### config.mk
export PLATFORM = sky130hd
export DESIGN_NAME = loop_gate_seq
export DESIGN_NICKNAME = d
export VERILOG_FILES = /design/src/rtl/loop_ctrl_pkg.sv /design/src/rtl/loop_phase_cnt.sv /design/src/rtl/loop_gate_seq.sv
export SDC_FILE = /design/constraint.sdc
export NUM_CORES = 1
export LEC_CHECK = 0
export CORE_MARGIN = 1
export CORE_UTILIZATION = 33
export CTS_BUF_LIST = sky130_fd_sc_hd__clkbuf_8
export CTS_CLUSTER_SIZE = 20
export DETAILED_ROUTE_END_ITERATION = 6
export PLACE_DENSITY = 0.58
export REMOVE_ABC_BUFFERS = 1
export SETUP_SLACK_MARGIN = 0.1
export SYNTH_ARGS = -nofsm -noshare
export SYNTH_HDL_FRONTEND = slang
export SYNTH_HIERARCHICAL = 1
export SYNTH_SLANG_ARGS = --single-unit
### constraint.sdc
create_clock -name CELCLK -period 6 [get_ports CELCLK]
set_clock_uncertainty 0.05 [all_clocks]
set_input_delay 0.9 -clock CELCLK [delete_from_list [all_inputs] [get_ports CELCLK]]
set_output_delay 0.9 -clock CELCLK [all_outputs]
set_load 0.05 [all_outputs]
### src/rtl/loop_ctrl_pkg.sv
// Shared definitions for the step-down loop gate-drive sequencer:
// FSM state encoding, default dead time and the max1() threshold helper.
package loop_ctrl_pkg;

    // DCM_IDLE is only reachable when the design is built with LOOP_ZCD_EN.
    typedef enum logic [2:0] {
        IDLE     = 3'd0,
        DT_LH    = 3'd1,
        HS_ON    = 3'd2,
        DT_HL    = 3'd3,
        LS_ON    = 3'd4,
        DCM_IDLE = 3'd5
    } loop_state_e;

    // Power-on dead time, in cycles, used when nothing better is known.
    localparam logic [5:0] DT_DEFAULT = 6'd3;

    // A zero-cycle dead time or minimum time still costs one cycle.
    function automatic logic [15:0] max1(input logic [15:0] x);
        return (x == 16'd0) ? 16'd1 : x;
    endfunction

endpackage

### src/rtl/loop_phase_cnt.sv
// Saturating phase counter: loads 1 on state entry, counts up while the
// state is held, sticks at all-ones, and reports cnt >= thresh.
module loop_phase_cnt #(
    parameter int TW = 8
) (
    input  logic          clk,
    input  logic          rst_n,
    input  logic          load,
    input  logic [TW-1:0] thresh,
    output logic          ge
);

    logic [TW-1:0] cnt_reg;

    // Load on entry, otherwise count until saturated.
    always_ff @(posedge clk or negedge rst_n) begin
        if (!rst_n) begin
            cnt_reg <= '0;
        end else if (load) begin
            cnt_reg <= TW'(1);
        end else if (cnt_reg != '1) begin
            cnt_reg <= cnt_reg + 1'b1;
        end
    end

    assign ge = (cnt_reg >= thresh);

endmodule

### src/rtl/loop_gate_seq.sv
// Gate-drive sequencer: turns the loop PWM request into non-overlapping
// high-side / low-side enables with dead times, minimum on/off times,
// a sticky fault shutdown and a wrapping HS pulse counter.
// Build option: define LOOP_ZCD_EN to enable diode emulation (DCM_IDLE
// entered from LS_ON on zero-cross); otherwise zcd is ignored (forced CCM).
module loop_gate_seq
    import loop_ctrl_pkg::*;
#(
    parameter int DT_W  = 6,
    parameter int TW    = 8,
    parameter int CNT_W = 16
) (
    input  logic             CELCLK,
    input  logic             CELRSTN,
    input  logic             en,
    input  logic             pwm,
    input  logic             fault,
    input  logic             zcd,
    input  logic [DT_W-1:0]  dt_lh,
    input  logic [DT_W-1:0]  dt_hl,
    input  logic [TW-1:0]    min_on,
    input  logic [TW-1:0]    min_off,
    output logic             hs_on,
    output logic             ls_on,
    output logic             fault_lat,
    output logic [CNT_W-1:0] sw_cnt
);

    loop_state_e      state_reg;
    loop_state_e      state_next;
    logic             hs_on_reg;
    logic             ls_on_reg;
    logic             fault_lat_reg;
    logic             fault_lat_next;
    logic [CNT_W-1:0] sw_cnt_reg;
    logic             phase_load;
    logic             phase_ge;
    logic [TW-1:0]    phase_thresh;

`ifndef LOOP_ZCD_EN
    logic zcd_unused;
    assign zcd_unused = zcd;
`endif

    // Threshold for the state currently held; config is read live, so a
    // change mid-phase only moves the remaining comparison.
    always_comb begin
        phase_thresh = '0;
        case (state_reg)
            DT_LH:   phase_thresh = TW'(max1(16'(dt_lh)));
            HS_ON:   phase_thresh = TW'(max1(16'(min_on)));
            DT_HL:   phase_thresh = TW'(max1(16'(dt_hl)));
            LS_ON:   phase_thresh = min_off;
            default: phase_thresh = '0;
        endcase
    end

    assign phase_load = (state_next != state_reg);

    loop_phase_cnt #(
        .TW (TW)
    ) u_phase_cnt (
        .clk    (CELCLK),
        .rst_n  (CELRSTN),
        .load   (phase_load),
        .thresh (phase_thresh),
        .ge     (phase_ge)
    );

    // Next-state logic; a fault overrides every other transition.
    always_comb begin
        state_next = state_reg;
        case (state_reg)
            IDLE: begin
                // Never start on the low side: protects a pre-biased output.
                if (en && pwm && !fault_lat_reg) state_next = DT_LH;
            end
            DT_LH: begin
                if (!en)           state_next = IDLE;
                else if (phase_ge) state_next = HS_ON;
            end
            HS_ON: begin
                // Losing en skips min_on but still honours the HS->LS dead time.
                if (!en || (!pwm && phase_ge)) state_next = DT_HL;
            end
            DT_HL: begin
                if (phase_ge) state_next = en ? LS_ON : IDLE;
            end
            LS_ON: begin
                if (!en)                  state_next = IDLE;
                else if (pwm && phase_ge) state_next = DT_LH;
`ifdef LOOP_ZCD_EN
                else if (zcd && phase_ge) state_next = DCM_IDLE;
`endif
            end
`ifdef LOOP_ZCD_EN
            DCM_IDLE: begin
                if (!en)                        state_next = IDLE;
                else if (pwm && !fault_lat_reg) state_next = DT_LH;
            end
`endif
            default: state_next = IDLE;
        endcase
        if (fault) state_next = IDLE;
    end

    // Sticky fault: set by fault, cleared only while disabled and quiet.
    always_comb begin
        fault_lat_next = fault_lat_reg;
        if (fault)    fault_lat_next = 1'b1;
        else if (!en) fault_lat_next = 1'b0;
    end

    // State, registered gate decodes and HS pulse counter.
    always_ff @(posedge CELCLK or negedge CELRSTN) begin
        if (!CELRSTN) begin
            state_reg     <= IDLE;
            hs_on_reg     <= 1'b0;
            ls_on_reg     <= 1'b0;
            fault_lat_reg <= 1'b0;
            sw_cnt_reg    <= '0;
        end else begin
            state_reg     <= state_next;
            hs_on_reg     <= (state_next == HS_ON);
            ls_on_reg     <= (state_next == LS_ON);
            fault_lat_reg <= fault_lat_next;
            if (state_reg == HS_ON && state_next == DT_HL) begin
                sw_cnt_reg <= sw_cnt_reg + 1'b1;
            end
        end
    end

    assign hs_on     = hs_on_reg;
    assign ls_on     = ls_on_reg;
    assign fault_lat = fault_lat_reg;
    assign sw_cnt    = sw_cnt_reg;

endmodule
Word-level counts from Yosys, hierarchy flattened. Cells that the tools add are included.

Bits in registers: 30. Bits in latches: 0. RAM bits: 0. ROM bits: 0. Output and inout port bits: 19. Word-level logic and storage cells: 51. Memories: 0.

Add/sub/neg operators: 2. Multipliers: 0. Div/mod/pow operators: 0. Order comparisons: 1. Equality and inequality tests: 10. Shift operators: 0. Muxes and demuxes: 18. Bitwise operators: 0. Reductions and logical operators: 14.

Operators with widths (count): $pmux 8 s4 (1); $mux 3 (9); $mux 8 (3); $add 16x1->16 const B (1); $pmux 3 s5 (1); $eq 3x2->1 const B (4); $logic_not 6->1 (2); $mux 6 (2); $add 8x1->8 const B (1); $ge 8x8->1 (1); $logic_not 8->1 (1); $ne 8x8->1 const B (1); $eq 3x3->1 const B (2); $logic_and 1x1->1 (5); $eq 3x1->1 const B (1); $logic_not 1->1 (3); $logic_not 3->1 (1); $ne 3x3->1 (1); $mux 1 (2); $ne 2x1->1 const B (1); $reduce_bool 2->1 (1); $logic_or 1x1->1 (1).

Longest topological paths before layout.
Word-level depth: 11. Mapped depth: 15.

Modules after synthesis. Netlist, hierarchy kept.

Modules (own cells, without submodules): loop_gate_seq (times used 1, cells an instance 139, area each 1370.1 µm²); loop_phase_cnt (times used 1, cells an instance 61, area each 586.8 µm²).

Least setup slack after synthesis. No wires, ideal clock.

Path kind: input to register. From: in dt_hl[1]. To: reg u_phase_cnt.cnt_reg[2]. Library setup time: 82 ps. Arrival: 3806 ps. Required time: 5868 ps. Slack: 2062 ps. Stages: 15. Cell sequence: or4_1 nor2_1 nor3b_1 o32ai_1 ha_1 nand2b_1 a211oi_1 o21ai_0 a41o_1 nand2b_1 a211oi_1 o31ai_1 o31ai_1 o21bai_1 a31oi_1.

Cells in the longest elaborated chain, start to end: 11.

RTL lines: start, declared (line loop_gate_seq.sv:20) `input logic [DT_W-1:0] dt_hl,`; $logic_not 6->1 * (line loop_ctrl_pkg.sv:20) `return (x == 16'd0) ? 16'd1 : x;`; $mux 6 * (line loop_ctrl_pkg.sv:20); $pmux 8 s4 * (line loop_gate_seq.sv:49) `case (state_reg)`; net phase_thresh[0] (line loop_gate_seq.sv:38) `logic [TW-1:0] phase_thresh;`; $ge 8x8->1 * (line loop_phase_cnt.sv:26) `assign ge = (cnt_reg >= thresh);`; net phase_ge (line loop_gate_seq.sv:37) `logic phase_ge;`; $logic_and 1x1->1, on equally long branches (line loop_gate_seq.sv:91, loop_gate_seq.sv:84); $mux 3 / $logic_or 1x1->1 (equally long branches) (line loop_gate_seq.sv:91, loop_gate_seq.sv:84); $mux 3, on equally long branches (line loop_gate_seq.sv:90, loop_gate_seq.sv:84); $pmux 3 s5 * (line loop_gate_seq.sv:73) `case (state_reg)`; $mux 3 * (line loop_gate_seq.sv:104) `if (fault) state_next = IDLE;`; $ne 3x3->1 * (line loop_gate_seq.sv:58) `assign phase_load = (state_next != state_reg);`; net phase_load (line loop_gate_seq.sv:36) `logic phase_load;`; $mux 8 / $reduce_bool 2->1 (equally long branches); end signal, assigned (line loop_phase_cnt.sv:22) `cnt_reg <= cnt_reg + 1'b1;`; end, declared (line loop_phase_cnt.sv:13) `logic [TW-1:0] cnt_reg;`.

The timed path passes the listed nets; every way through them passes the cells marked *. A chain may end at the register's enable or synchronous reset.

Final worst setup path. Ends and elaborated chain as after synthesis.

==> results.md <==
* Vias at about 1,700
* Period utilization at between 70% and 80%
* TritonCTS Buffers at 5
* Slowest cell on the critical path: or4_1
* First-pass GRT wire length at between 7000 and 8000 um
* Static Leak at 1.07 nW
* TNS Setup at 0 ns
* Area delta synth->final at 34.0%
* Synthesized flop and latch total at 30
* Die span in x at roughly 79 um
* Syn Inst Count at 200
* Cell row count at 27
* Crit start category: primary input
* Worst slew margin at between 50% and 60%
* Clock buffer depth at 2
* Pwr dens at between 200 and 300 nW/um2
* Min Tclk post-route at 4.44 ns
* Core Util, Final at a little under half
* Largest delay contributor family on the critical path: compound AO/OA/AOI/OAI gates
* Clk slew on worst S/H paths at about 0.07 ns
* Crit path cell chain: clkdlybuf4s50_1 -> or4_1 -> nor2_1 -> nor3b_1 -> o32ai_1 -> ha_1 -> nand2b_1 -> a211oi_1 -> o21ai_0 -> a41o_1 -> nand2b_1 -> a211oi_1 -> o31ai_1 -> o31ai_1 -> buf_4 -> o21bai_1 -> a31oi_1
* Critical path depth in cells at 17
* Post-CTS setup repair buffer count at 0
* Worst vdd ir at 0.132 mV
* Max-slew violations at 0
* Tightest Pin Transition at 0.625 ns
* Mapped cell area at slightly below 2000 um2
* First-pass iteration count of the detailed router at 4
* Fin. Hold Viols at 0
* Die height at about 79 um
* CTS tree: done
* Final setup fails at 0
* Critical path required time at between 6 and 7 ns
* Sequential area share after synthesis at 38.4%
* Initial DRC count at 46
* R2r startpoint: state_reg[1]
* Global Route met3 Usage at 4.71%
* Diode count at 0
* DRC Markers at 0
* Hold WC Path Type: flip-flop to flip-flop
* GR Util All Layers at between 10 and 15%
* Status: complete, no violations
* Via density at around 5.2
* Largest net degree at the start of global routing at 31
* Met1 Use GR at between 10% and 20%
* Clk_lat worst skew at ~0.29 ns
* Core box area at between 5000 and 6000 um2
* Synthesized area per cell at 9.78 um2
* Port bufs at 51
* Total die area at ~6200 um2
* Max stage delay on crit path at between 0.5 and 0.6 ns
* Ratio of cells with drive above 1 in the final layout at under 10%
* GR Layer Usage met2 at about a quarter
* Total number of yosys warnings at 6
* Initial core utilization at 34.9%
* Busiest layer in global routing: met2
* RePlAce Congestion at around 0.76
* Final ANT Viol Nets at 0
* Worst Path Arrival at between 4 and 5 ns
* Cts hold-fix bufs at 0
* Setup crit end: u_phase_cnt/cnt_reg[2]
* Wire per inst at between 10 and 15 um
* Synth Flop Type: dfrtp_1
* RSZ-0062 raised after global routing: false
* FFs w/ async S/R, synth at 100%
* Initial antenna violation count at 0
* Crit-path max FO at 8
* Critical Path End Type: flip-flop
* H-Tree Depth at 2
* # resized after CTS at 0
* R2R cell count at 15
* Clock Sinks at 30
* Post-synth EDFFs at 0
* Drt total wl at ~4500 um
* Number of global-route vias before repair at around 1,600
* Grt total ovfl at 0
* I/O pin count at 53
* Largest register FFs at 16
* Reg-to-reg endpoint: u_phase_cnt/cnt_reg[2]
* Unique cell type count in the Yosys netlist at 44
* Final nets at about 300
* Reg2reg setup slack at ~2.2 ns
* Most common cell after layout, fill and taps aside: clkdlybuf4s50_1
* Bufs and invs on worst path at 2
* Critical path type: primary input to flip-flop
* Fmax at around 0.23 GHz
* Crit path launch: dt_hl[1]
* Clock Tree Root: clkbuf_8
* Max Cap Viol at 0
* Commonest non-fill, non-tap cells in the layout: clkdlybuf4s50_1 (51), dfrtp_1 (30), nor2_1 (12), xnor2_1 (12)
* Dpl hpwl at about 3200 um
[power breakdown]
group	switching, W	leakage [nW]	internal, W
clock network	0.0000800	0.0524	0.0000908
registers	0.0000473	0.404	0.000231
logic	0.000121	0.615	0.000108
[cell usage after synthesis, types with 3 or more instances]
master    number  area share [%]
and3_1         4             1.3
nor3b_1        3             1.2
nand4_1        4             1.3
dfrtp_1       30              38
mux2i_1        6             3.1
nor2b_1        6             1.9
o22ai_1        5             1.6
o31ai_1        4             1.5
xor2_1         6             2.7
a21oi_1        9             2.3
inv_1          8             1.5
nor4_1         4             1.3
xnor2_1       12             5.4
and4_1         4             1.8
nor3_1         5             1.3
a211oi_1       5             1.9
clkbuf_1       3            0.58
nand3_1       10             2.6
a21o_1         3             1.2
a22oi_1        7             2.7
nor2_1        12             2.3
ha_1          10             6.4
nand2_1        9             1.7
nand2b_1       7             2.2
[how the worst min path moves through the flow]
stage | startpoint | endpoint | slack, ns | cells past startpoint
4_1_cts | sw_cnt[15] | sw_cnt[15] | 0.43 | 1
2_1_floorplan | u_phase_cnt/cnt_reg[2] | u_phase_cnt/cnt_reg[2] | 0.47 | 1
3_5_place_dp | sw_cnt[15] | sw_cnt[15] | 0.41 | 1
6_report | sw_cnt[15] | sw_cnt[15] | 0.43 | 1
3_3_place_gp | sw_cnt[15] | sw_cnt[15] | 0.42 | 1
5_1_grt | sw_cnt[15] | sw_cnt[15] | 0.46 | 1
[cell type report]
type | count | area, um2
Timing Repair Buffer | 53 | 526
Clock inverter | 2 | 8.76
Inverter | 8 | 30.0
Tap cell | 72 | 90.1
Clock buffer | 6 | 82.6
Fill cell | 565 | 2990
Multi-Input combinational cell | 155 | 1130
Sequential cell | 30 | 751
[per-stage QoR]
| stage | hold slack (ns) | total power, W | cells | area (um2) | setup slack (ns) |
|---|---|---|---|---|---|
| global placement | 0.423 | 0.000510 | 318 | 2530 | 1.24 |
| detailed placement | 0.412 | 0.000513 | 318 | 2530 | 1.22 |
| global route | 0.463 | 0.000729 | 326 | 2620 | 1.33 |
| finish | 0.426 | 0.000677 | 326 | 2620 | 1.56 |
| floorplan | 0.474 | 0.000430 | 193 | 1910 | 2.06 |
| CTS | 0.432 | 0.000685 | 326 | 2620 | 1.52 |
[layer usage]
layer,vias to the layer above,routed length (um),share of wire [%]
li1,853,-,-
met1,797,2040,46
met2,45,2050,46
met3,7,333,7.4
met4,0,48,1.1
met5,-,0,0
[worst register-to-register path, stage by stage, from the launching register on]
cell and delay (ns):
dfrtp_1 0.72, nand2b_1 0.29, a2bb2oi_1 0.19, o32ai_1 0.16, ha_1 0.27, nand2b_1 0.14
a211oi_1 0.22, o21ai_0 0.12, a41o_1 0.32, nand2b_1 0.29, a211oi_1 0.13, o31ai_1 0.24
o31ai_1 0.11, buf_4 0.17, o21bai_1 0.15, a31oi_1 0.13
[cell families after synthesis]
| logic type | count (synthesis) | share of synthesized area, % |
|---|---|---|
| AO/OA/AOI/OAI | 46 | 18.3 |
| XOR/XNOR | 18 | 8.06 |
| adder cells (fa/ha/maj) | 10 | 6.39 |
| buffers and inverters | 15 | 3.71 |
| flip-flops | 30 | 38.4 |
| multiplexers | 7 | 3.64 |
| AND/OR/NAND/NOR | 74 | 21.5 |
Note: power is estimated with default switching activity, not from simulation.
